### config.mk
export PLATFORM = sky130hd
export DESIGN_NAME = eeprom_rw_sched
export DESIGN_NICKNAME = d
export VERILOG_FILES = /design/src/rtl/eeprom_pkg.sv /design/src/rtl/req_edge_det.sv /design/src/rtl/eeprom_rw_sched.sv
export SDC_FILE = /design/constraint.sdc
export NUM_CORES = 1
export LEC_CHECK = 0
export ABC_CLOCK_PERIOD_IN_PS = 4260
export CORE_MARGIN = 2
export CORE_UTILIZATION = 56
export CTS_CLUSTER_SIZE = 40
export DETAILED_ROUTE_END_ITERATION = 7
export PLACE_DENSITY = 0.85
export SLEW_MARGIN = 0
export SYNTH_ARGS = -nofsm -noshare
export SYNTH_HDL_FRONTEND = slang
export SYNTH_SLANG_ARGS = --single-unit
### constraint.sdc
create_clock -name clk -period 4.26 [get_ports clk]
set_input_delay 0.852 -clock clk [delete_from_list [all_inputs] [get_ports clk]]
set_output_delay 0.852 -clock clk [all_outputs]
set_load 0.03 [all_outputs]
### src/rtl/eeprom_pkg.sv
// Shared types and widths for the EEPROM read/write sequencer.
package eeprom_pkg;

  localparam int unsigned EEPROM_ADDR_W = 16;
  localparam int unsigned DATA_W        = 8;

  typedef enum logic [2:0] {
    IDLE,
    WR_REQ,
    WR_WAIT,
    WR_TWR,
    RD_REQ,
    RD_WAIT
  } state_e;

endpackage

### src/rtl/req_edge_det.sv
// Registers a request level and emits a one-cycle rising-edge pulse.
module req_edge_det (
  input  logic clk,
  input  logic rst_n,
  input  logic i_level,
  output logic o_rise
);

  logic r_sync;
  logic r_prev;

  always_ff @(posedge clk or negedge rst_n) begin
    if (!rst_n) begin
      r_sync <= 1'b0;
      r_prev <= 1'b0;
    end else begin
      r_sync <= i_level;
      r_prev <= r_sync;
    end
  end

  assign o_rise = r_sync & ~r_prev;

endmodule

### src/rtl/eeprom_rw_sched.sv
// Sequences board-level write/read requests into byte transfers for the I2C EEPROM driver,
// with write-cycle waits, request arbitration and NACK retries.
module eeprom_rw_sched
  import eeprom_pkg::*;
#(
  parameter int unsigned              BYTE_NUM   = 4,
  parameter logic [EEPROM_ADDR_W-1:0] BASE_ADDR  = 16'h0000,
  parameter logic [DATA_W-1:0]        DATA_SEED  = 8'hA5,
  parameter int unsigned              TWR_CYCLES = 250000,
  parameter int unsigned              MAX_RETRY  = 3
) (
  input  logic                     clk,
  input  logic                     rst_n,
  input  logic                     i_wr_en,
  input  logic                     i_rd_en,
  output logic                     o_i2c_req,
  output logic                     o_i2c_rw,
  output logic [EEPROM_ADDR_W-1:0] o_i2c_addr,
  output logic [DATA_W-1:0]        o_i2c_wdata,
  input  logic                     i_i2c_done,
  input  logic                     i_i2c_ack_err,
  input  logic [DATA_W-1:0]        i_i2c_rdata,
  output logic [DATA_W-1:0]        o_rd_data,
  output logic                     o_rd_valid,
  output logic                     o_busy,
  output logic                     o_err
);

  localparam int unsigned IDX_W = $clog2(BYTE_NUM + 1);
  localparam int unsigned TMR_W = (TWR_CYCLES < 1) ? 1 : $clog2(TWR_CYCLES + 1);
  localparam int unsigned RTY_W = (MAX_RETRY < 1) ? 1 : $clog2(MAX_RETRY + 1);

  logic w_wr_rise;
  logic w_rd_rise;

  req_edge_det u_wr_edge (
    .clk     (clk),
    .rst_n   (rst_n),
    .i_level (i_wr_en),
    .o_rise  (w_wr_rise)
  );

  req_edge_det u_rd_edge (
    .clk     (clk),
    .rst_n   (rst_n),
    .i_level (i_rd_en),
    .o_rise  (w_rd_rise)
  );

  state_e                   r_state, w_state_d;
  logic                     r_wr_pend, w_wr_pend_d;
  logic                     r_rd_pend, w_rd_pend_d;
  logic [IDX_W-1:0]         r_idx, w_idx_d;
  logic [RTY_W-1:0]         r_retry, w_retry_d;
  logic [TMR_W-1:0]         r_tmr, w_tmr_d;
  logic                     r_nack, w_nack_d;
  logic                     r_req, w_req_d;
  logic                     r_rw, w_rw_d;
  logic [EEPROM_ADDR_W-1:0] r_addr, w_addr_d;
  logic [DATA_W-1:0]        r_wdata, w_wdata_d;
  logic [DATA_W-1:0]        r_rd_data, w_rd_data_d;
  logic                     r_rd_valid, w_rd_valid_d;
  logic                     r_err, w_err_d;

  logic w_last;
  logic w_can_retry;
  logic w_tmr_done;

  assign w_last      = (r_idx == IDX_W'(BYTE_NUM - 1));
  assign w_can_retry = (r_retry < RTY_W'(MAX_RETRY));
  assign w_tmr_done  = (r_tmr == TMR_W'(TWR_CYCLES - 1));

  always_comb begin
    w_state_d    = r_state;
    // A new edge while the flag is still set is simply absorbed.
    w_wr_pend_d  = r_wr_pend | w_wr_rise;
    w_rd_pend_d  = r_rd_pend | w_rd_rise;
    w_idx_d      = r_idx;
    w_retry_d    = r_retry;
    w_tmr_d      = r_tmr;
    w_nack_d     = r_nack;
    w_req_d      = r_req;
    w_rw_d       = r_rw;
    w_addr_d     = r_addr;
    w_wdata_d    = r_wdata;
    w_rd_data_d  = r_rd_data;
    w_rd_valid_d = 1'b0;
    w_err_d      = r_err;

    unique case (r_state)
      IDLE: begin
        if (r_wr_pend || r_rd_pend) begin
          w_idx_d   = '0;
          w_retry_d = '0;
          w_nack_d  = 1'b0;
          w_err_d   = 1'b0;
          if (r_wr_pend) begin
            w_wr_pend_d = 1'b0;
            w_state_d   = WR_REQ;
          end else begin
            w_rd_pend_d = 1'b0;
            w_state_d   = RD_REQ;
          end
        end
      end
      WR_REQ: begin
        w_req_d   = 1'b1;
        w_rw_d    = 1'b0;
        w_addr_d  = BASE_ADDR + EEPROM_ADDR_W'(r_idx);
        w_wdata_d = DATA_SEED + DATA_W'(r_idx);
        w_state_d = WR_WAIT;
      end
      WR_WAIT: begin
        if (i_i2c_done) begin
          w_req_d = 1'b0;
          w_tmr_d = '0;
          if (!i_i2c_ack_err) begin
            w_nack_d  = 1'b0;
            w_state_d = WR_TWR;
          end else if (w_can_retry) begin
            w_retry_d = r_retry + 1'b1;
            w_nack_d  = 1'b1;
            w_state_d = WR_TWR;
          end else begin
            w_err_d   = 1'b1;
            w_state_d = IDLE;
          end
        end
      end
      WR_TWR: begin
        if (w_tmr_done) begin
          w_tmr_d = '0;
          if (r_nack) begin
            w_state_d = WR_REQ;
          end else begin
            w_idx_d   = r_idx + 1'b1;
            w_retry_d = '0;
            w_state_d = w_last ? IDLE : WR_REQ;
          end
        end else begin
          w_tmr_d = r_tmr + 1'b1;
        end
      end
      RD_REQ: begin
        w_req_d   = 1'b1;
        w_rw_d    = 1'b1;
        w_addr_d  = BASE_ADDR + EEPROM_ADDR_W'(r_idx);
        w_state_d = RD_WAIT;
      end
      RD_WAIT: begin
        if (i_i2c_done) begin
          w_req_d = 1'b0;
          if (!i_i2c_ack_err) begin
            w_rd_data_d  = i_i2c_rdata;
            w_rd_valid_d = 1'b1;
            w_idx_d      = r_idx + 1'b1;
            w_retry_d    = '0;
            w_state_d    = w_last ? IDLE : RD_REQ;
          end else if (w_can_retry) begin
            w_retry_d = r_retry + 1'b1;
            w_state_d = RD_REQ;
          end else begin
            w_err_d   = 1'b1;
            w_state_d = IDLE;
          end
        end
      end
      default: w_state_d = IDLE;
    endcase
  end

  always_ff @(posedge clk or negedge rst_n) begin
    if (!rst_n) begin
      r_state    <= IDLE;
      r_wr_pend  <= 1'b0;
      r_rd_pend  <= 1'b0;
      r_idx      <= '0;
      r_retry    <= '0;
      r_tmr      <= '0;
      r_nack     <= 1'b0;
      r_req      <= 1'b0;
      r_rw       <= 1'b0;
      r_addr     <= '0;
      r_wdata    <= '0;
      r_rd_data  <= '0;
      r_rd_valid <= 1'b0;
      r_err      <= 1'b0;
    end else begin
      r_state    <= w_state_d;
      r_wr_pend  <= w_wr_pend_d;
      r_rd_pend  <= w_rd_pend_d;
      r_idx      <= w_idx_d;
      r_retry    <= w_retry_d;
      r_tmr      <= w_tmr_d;
      r_nack     <= w_nack_d;
      r_req      <= w_req_d;
      r_rw       <= w_rw_d;
      r_addr     <= w_addr_d;
      r_wdata    <= w_wdata_d;
      r_rd_data  <= w_rd_data_d;
      r_rd_valid <= w_rd_valid_d;
      r_err      <= w_err_d;
    end
  end

  assign o_i2c_req   = r_req;
  assign o_i2c_rw    = r_rw;
  assign o_i2c_addr  = r_addr;
  assign o_i2c_wdata = r_wdata;
  assign o_rd_data   = r_rd_data;
  assign o_rd_valid  = r_rd_valid;
  assign o_busy      = (r_state != IDLE);
  assign o_err       = r_err;

endmodule

==> impl_results.md, run 1 <==
* Depth of the CTS H-tree at 2
* Weighted congestion at the end of routability-driven global placement at 0.837
* Vias per std cell at ~5.8
* Clock skew at 0.00603 ns
* Cts-stage hold buffer count at 0
* Floorplan die width at ~74 microns
* Number of buffers inserted to repair setup after CTS at 0
* Most common cell in the synthesized netlist: sky130_fd_sc_hd__dfrtp_1
* Static leakage at 1.35 nW
* Logic depth of the worst path, buffers included at 2
* Area share of the leading cell type in the synthesized netlist at 0.488
* Flop2flop setup slack at 1.53 ns
* Hold Vio Cnt, Final at 0
* Placed Area at 3030 sq um
* Number of antenna violations at the first check in global routing at 0
* Post-Syn Area per Cell at just under 10 sq um
* Fraction of registers with async set or reset after synthesis at 1.00
* Top fanout value on the critical path at 21
* Tot Pwr at 2.05 mW
* Initial cell density of the core at 0.579
* Pwr/cell area at roughly 660 nW/um^2
* Class of the most critical hold timing path: in2async
* Number of buffer and inverter instances along the worst setup path at 1
* Kind of start point of the critical path: flip-flop
* Core area at 4690 sq um
* Commonest cells in the netlist: sky130_fd_sc_hd__dfrtp_1 (53), sky130_fd_sc_hd__nand2_1 (26), sky130_fd_sc_hd__nor2_1 (21)
* Worst setup path end: o_busy
* Crit path cell chain: or3_1 -> clkdlybuf4s50_1
* Arrival time at the worst endpoint at between 2 and 2.5 ns
* Number of cells traversed by the worst register-to-register path at 6
* Count of unique library cells instantiated by Yosys at 51
* Die Y-Extent at 73.6 microns
* Biggest area contributors in the synthesized netlist: sky130_fd_sc_hd__dfrtp_1 (49%), sky130_fd_sc_hd__mux2_2 (4.6%), sky130_fd_sc_hd__buf_4 (4.4%)
* Signed area change from the synthesized netlist to the final layout at 14.6%
* Classification of the worst setup path: reg2out
* Full die area at 5420 sq um
* Post-cts repair resize count at 0
* Insertion delay to the later sink of the worst-skew pair at 0.31 ns
* Wire length of the first global-routing pass at 9.09 mm
* Antenna-violating nets left at 0
* Number of flops mapped to enable cells by yosys at 0
* Largest buffer count on any clock path at 2
* Critical register-to-register path startpoint: r_state[1]
* Flop and latch count out of synthesis at 53
* Required time of the critical path at around 3.4 ns
* Final Instance Area at 3110 sq um
* Worst Hold Margin at 0.369 ns
* Register area share after synthesis at 0.488
* Placement row count at 25
* Worst R2R End: r_tmr[12]
* Worst-Margin Slew at 0.833 ns
* Number of warnings issued by yosys at 0
* Summed instance area of the synthesized netlist at 2720 sq um
* Routed Wire Length at 5.35 mm
* Crit. End Element: primary output
* Largest stage delay on the critical path at roughly 0.63 ns
* Number of clock sinks at 53
* Slowest-stage cell, CP: sky130_fd_sc_hd__clkdlybuf4s50_1
* DRC violation count after routing at 0
* GRT Util Overall at 0.214
* Remaining max-slew budget at the tightest pin at 0.440
* Final number of max-transition violations at 0
* Num CTS Buffers at 5
* Vias at 2132
* # IOs at 51
* Final number of setup-violating endpoints at 0
* Start point of the critical path: r_state[1]
* Violation count after the first detailed-routing iteration at 228
* HPWL after detailed placement at 3.81 mm
* Setup tns final at 0 ns
* Number of global-route vias before repair at 1961
* Post-route minimum period at 2.89 ns
* Total overflow reported by the global router at 0
* Synthesized instance count at 281
* Cell type with the largest total area after synthesis: sky130_fd_sc_hd__dfrtp_1
* Number of I/O port buffers at 35
* Top FF cell, synth: sky130_fd_sc_hd__dfrtp_1
* WL per Instance at 14.6 microns
* Fraction of layout instances using a drive strength above 1 at 0.0799
* Result of the run: finished, final reports clean
* Cell at the root of the clock tree: sky130_fd_sc_hd__clkbuf_8
* # Max-Cap Violations at 0
* RSZ-0062 raised after global routing: no
* Clock-pin slew on the worst setup and hold paths at roughly 0.10 ns
* CTS tree: built
* Post-layout net count at 329
* Maximum clock frequency at 346 MHz
* Pin count of the biggest net entering global routing at 46
* Share of the clock period used by the worst path at 0.679
* VDD IR max at between 0.0003 and 0.0004 V
* 1st-pass router iterations at 4
* Number of antenna cells inserted at 0
* Family with the most delay on the worst path: buffers and inverters
[per-layer routing]
metal,track usage,routed length [microns],vias to the layer above,share of wire
met1,0.301,2460,1015,0.46
met5,0,0,-,0
met3,0.0384,229,8,0.043
met4,0.0909,113,0,0.021
met2,0.325,2540,66,0.48
li1,-,-,1043,-
[cell usage in the layout (no fill, tap or decap), drive strengths merged, types with 2 or more instances in the layout]
master / netlist / final
and2: 2 / 2
nand2b: 4 / 4
conb: 1 / 15
ha: 3 / 3
nand2: 26 / 26
mux2: 15 / 15
a31oi: 15 / 15
o21ai: 20 / 20
dfrtp: 53 / 53
or3: 2 / 2
inv: 11 / 12
clkbuf: 8 / 6
clkdlybuf4s50: 0 / 34
nand4: 2 / 2
nand3: 13 / 13
a211oi: 2 / 2
nor3: 7 / 7
a41oi: 3 / 3
o31ai: 3 / 3
nor2: 21 / 21
nor4: 2 / 2
a211o: 2 / 2
buf: 19 / 3
a21oi: 16 / 16
nor2b: 4 / 4
and3: 8 / 8
a22o: 2 / 2
[flip-flops by register name, indices dropped and copies added (netlist names), 2 cells and up]
name / flops
o_rd_data: 8
r_state: 3
r_retry: 2
r_idx: 3
r_tmr: 18
o_i2c_wdata: 5
o_i2c_addr: 3
[stage by stage]
stage / setup slack, ns / cells / util
floorplan: 2.22 / 295 / -
global placement: 1.61 / 359 / 0.645
detailed placement: 1.54 / 359 / 0.645
CTS: 1.35 / 367 / 0.663
global route: 1.23 / 367 / 0.663
finish: 1.37 / 367 / 0.663
[final cells by class]
cell class / instances / area [sq um]
fill: 356 / 1580
sequential: 53 / 1330
multi-input combinational: 204 / 1230
timing repair buffer: 37 / 360
clock buffer: 6 / 72.6
tap: 54 / 67.6
inverter: 11 / 41.3
clock inverter: 2 / 13.8
[cell families after synthesis]
group / share of synthesized area
simple gates: 0.178
compound gates: 0.168
flops: 0.488
buf+inv: 0.0783
mux: 0.0659
fa+ha+maj: 0.0138
xor+xnor: 0.00645
other cells: 0.00138
[worst min path at each step]
stage	cells past startpoint	slack, ns	end	start
6_report	1	0.37	o_rd_data[7]	rst_n
5_1_grt	1	0.37	o_rd_data[7]	rst_n
4_1_cts	1	0.37	o_rd_data[7]	rst_n
3_5_place_dp	0	0.37	u_wr_edge.r_prev	u_wr_edge.r_sync
3_3_place_gp	0	0.36	u_wr_edge.r_prev	u_wr_edge.r_sync
2_1_floorplan	0	0.35	u_rd_edge.r_prev	u_rd_edge.r_sync
[where the power goes]
| part | switching [mW] | internal [mW] |
|---|---|---|
| Combinational | 0.515 | 0.386 |
| Sequential | 0.202 | 0.664 |
| Clock | 0.166 | 0.118 |
| Total | 0.883 | 1.17 |
Power figures use the tool's default switching activity.
==> run 2, diff against run 1 <==
--- a/config.mk
+++ b/config.mk
@@ -5,12 +5,12 @@
 export SDC_FILE = /design/constraint.sdc
 export NUM_CORES = 1
 export LEC_CHECK = 0
-export ABC_CLOCK_PERIOD_IN_PS = 4260
+export ABC_CLOCK_PERIOD_IN_PS = 2300
 export CORE_MARGIN = 2
-export CORE_UTILIZATION = 56
+export CORE_UTILIZATION = 47
 export CTS_CLUSTER_SIZE = 40
 export DETAILED_ROUTE_END_ITERATION = 7
-export PLACE_DENSITY = 0.85
+export PLACE_DENSITY = 0.76
 export SLEW_MARGIN = 0
 export SYNTH_ARGS = -nofsm -noshare
 export SYNTH_HDL_FRONTEND = slang
==> constraint.sdc (replaced) <==
create_clock -name clk -period 2.3 [get_ports clk]
set_input_delay 0.46 -clock clk [delete_from_list [all_inputs] [get_ports clk]]
set_output_delay 0.46 -clock clk [all_outputs]
set_load 0.03 [all_outputs]
==> run 2 against run 1 <==
Effect of this change:
- flip-flop and latch count unchanged
- combinational power grew 110%
- largest cell class unchanged
- cell count is 8.7% higher
- clock power up 89%
- worst setup slack worse by 1.2 ns
- register-to-register slack worse by 1.3 ns
- critical path type is now reg2reg
==> impl_results.md, run 2 (synthesis gave the netlist of run 1 again) <==
* Die Y-Extent at 80.0 microns (+8.7%)
* Fraction of layout instances using a drive strength above 1 at 0.122 (+0.0425)
* Top fanout value on the critical path at 27 (+29%)
* Flop2flop setup slack at 0.19 ns (-1.34 ns)
* Clock-pin slew on the worst setup and hold paths at 0.09 ns (about the same)
* Final number of max-transition violations at 0 (unchanged)
* Cts-stage hold buffer count at 0 (unchanged)
* Signed area change from the synthesized netlist to the final layout at 19.8%
* GRT Util Overall at 0.192 (-0.0221)
* Vias per std cell at 5.50 (-5.3%)
* Violation count after the first detailed-routing iteration at 148 (-35%)
* Required time of the critical path at 2.52 ns (-0.89 ns)
* Share of the clock period used by the worst path at 0.916
* # IOs at 51 (unchanged)
* Placement row count at 27 (+8.0%)
* Result of the run: finished, final reports clean
* Critical register-to-register path startpoint: r_tmr[0]
* Wire length of the first global-routing pass at 9.56 mm (+5.2%)
* Core area at 5540 sq um (+18%)
* Worst R2R End: r_tmr[12]
* Final number of setup-violating endpoints at 0 (unchanged)
* Num CTS Buffers at 5 (unchanged)
* Floorplan die width at 80.0 microns (+8.7%)
* Number of clock sinks at 53 (unchanged)
* Routed Wire Length at 5.62 mm (+5.2%)
* Static leakage at 1.43 nW (+5.5%)
* Initial cell density of the core at 0.490 (-0.0886)
* Number of antenna cells inserted at 0 (unchanged)
* Post-layout net count at 344 (+4.6%)
* Cell at the root of the clock tree: sky130_fd_sc_hd__clkbuf_8
* Number of global-route vias before repair at 2066 (+5.4%)
* VDD IR max at 0.000758 V (+110%)
* Switching share of power at 0.422 (-0.00865)
* Combinational power share at 0.489 (+0.049)
* Portion of total power attributed to sequential cells at 0.376 (-0.046)
* Worst Hold Margin at 0.0894 ns (-0.280 ns)
* Clock skew at 0.00773 ns (+0.00170 ns)
* Clock network power share at 0.136 (-0.002)
* Net switching power of the design at 1.66 mW (+88%)
* Pwr/cell area at 1210 nW/um^2 (+84%)
* Full die area at 6400 sq um (+18%)
* Maximum clock frequency at 475 MHz
* Crit. End Element: flip-flop
* 1st-pass router iterations at 4 (unchanged)
* Class of the most critical hold timing path: in2async
* Hold Vio Cnt, Final at 0 (unchanged)
* Pin count of the biggest net entering global routing at 28 (-39%)
* Number of antenna violations at the first check in global routing at 0 (unchanged)
* Kind of start point of the critical path: flip-flop
* Slowest-stage cell, CP: sky130_fd_sc_hd__dfrtp_1
* Most common cell after layout, fill and taps aside: sky130_fd_sc_hd__dfrtp_1
* Number of cells traversed by the worst register-to-register path at 7 (+1)
* DRC violation count after routing at 0 (unchanged)
* Largest buffer count on any clock path at 2 (unchanged)
* Total overflow reported by the global router at 0 (unchanged)
* Vias at 2194 (+2.9%)
* Crit path cell chain: ha_1 -> and3_1 -> and2_1 -> a21oi_2 -> buf_6 -> nand4_1 -> o31ai_1
* # fillers at 498 (+40%)
* WL per Instance at 14.1 microns (-3.3%)
* HPWL after detailed placement at 4.10 mm (+7.7%)
* Largest stage delay on the critical path at 0.43 ns (-0.20 ns)
* Setup tns final at 0 ns (unchanged)
* Storage element area at 1330 sq um (unchanged)
* Antenna-violating nets left at 0 (unchanged)
* Insertion delay to the later sink of the worst-skew pair at 0.31 ns (about the same)
* Most used cells in the layout excluding fill and tap cells: sky130_fd_sc_hd__dfrtp_1 (53), sky130_fd_sc_hd__clkdlybuf4s50_1 (33), sky130_fd_sc_hd__nand2_1 (26)
* Classification of the worst setup path: reg2reg
* RSZ-0062 raised after global routing: no
* Internal power at 2.28 mW (+95%)
* Number of buffers inserted to repair setup after CTS at 0 (unchanged)
* CTS tree: built
* Combined area of the multi-input logic cells at 1230 sq um (unchanged)
* Number of flip-flops under the largest register name at 18 (unchanged)
* Weighted congestion at the end of routability-driven global placement at 0.857 (+2.5%)
* Post-route minimum period at around 2.1 ns
* Number of I/O port buffers at 35 (unchanged)
* # Max-Cap Violations at 0 (unchanged)
* Arrival time at the worst endpoint at 2.32 ns (+0.28 ns)
* Register bank with the most flops: r_tmr
* Depth of the CTS H-tree at 2 (unchanged)
run 2: changes by cell type in the layout (fill, tap and decap cells not counted), sizes merged:
cell and delta:
buf +15, clkdlybuf4s50 -1, clkinv -1, clkinvlp +1, dlygate4sd2 +1, inv -1
run 2: how the worst max path moves through the flow:
| stage | from | slack [ns] | endpoint |
|---|---|---|---|
| after global routing | r_tmr[13] | 0.06 | r_idx[1] |
| final | r_tmr[0] | 0.19 | r_tmr[12] |
| after global placement | r_tmr[13] | 0.18 | r_idx[0] |
| after CTS | r_tmr[13] | 0.14 | r_idx[2] |
| after detailed placement | r_tmr[0] | 0.13 | r_tmr[12] |
| after floorplan | r_tmr[6] | 0.26 | r_idx[0] |
run 2: critical path, delay by kind of cell, from the launching register on:
kind,cells,cell delay (ns)
AO/OA/AOI/OAI,2,0.53
adder cells (fa/ha/maj),1,0.24
AND/OR/NAND/NOR,3,0.55
buffers and inverters,1,0.27
flip-flops,1,0.43
run 2: layout make-up:
| class | instances | share of cell area |
|---|---|---|
| Tap cell | 72 | 0.0277 |
| Sequential cell | 53 | 0.408 |
| Clock buffer | 6 | 0.0254 |
| Clock inverter | 1 | 0.00231 |
| Inverter | 11 | 0.0127 |
| Timing Repair Buffer | 52 | 0.146 |
| Multi-Input combinational cell | 204 | 0.378 |
run 2: timing repair:
action,CTS,global route
hold endpoints to repair,0,0
resized for setup,1,1
setup endpoints to repair,1,3
pin swaps,0,1
run 2: per-stage QoR:
stage                     total power, mW   util  cells  area, sq um  setup WS (ns)
final                                3.94  0.587    399         3250          0.193
after floorplan                      2.77      -    295         2770          0.261
after detailed placement             3.43  0.570    392         3160          0.135
after global placement               3.37  0.570    392         3160          0.182
after global routing                 4.22  0.587    399         3250         0.0580
after CTS                            3.97  0.586    399         3250          0.139
run 2: per-layer routing:
metal / vias to the layer above / track usage / part of all wire
met3: 10 / 0.0452 / 0.038
met2: 61 / 0.302 / 0.48
met5: - / 0 / 0
met1: 1054 / 0.260 / 0.47
met4: 0 / 0.0678 / 0.016
li1: 1069 / - / -
run 2: power groups by stage:
stage	logic [mW]	clock network (mW)	registers, mW
after CTS	1.93	0.558	1.48
after detailed placement	1.93	0	1.50
after global routing	2.11	0.592	1.53
after floorplan	1.07	0	1.70
final	1.93	0.536	1.48
after global placement	1.89	0	1.48
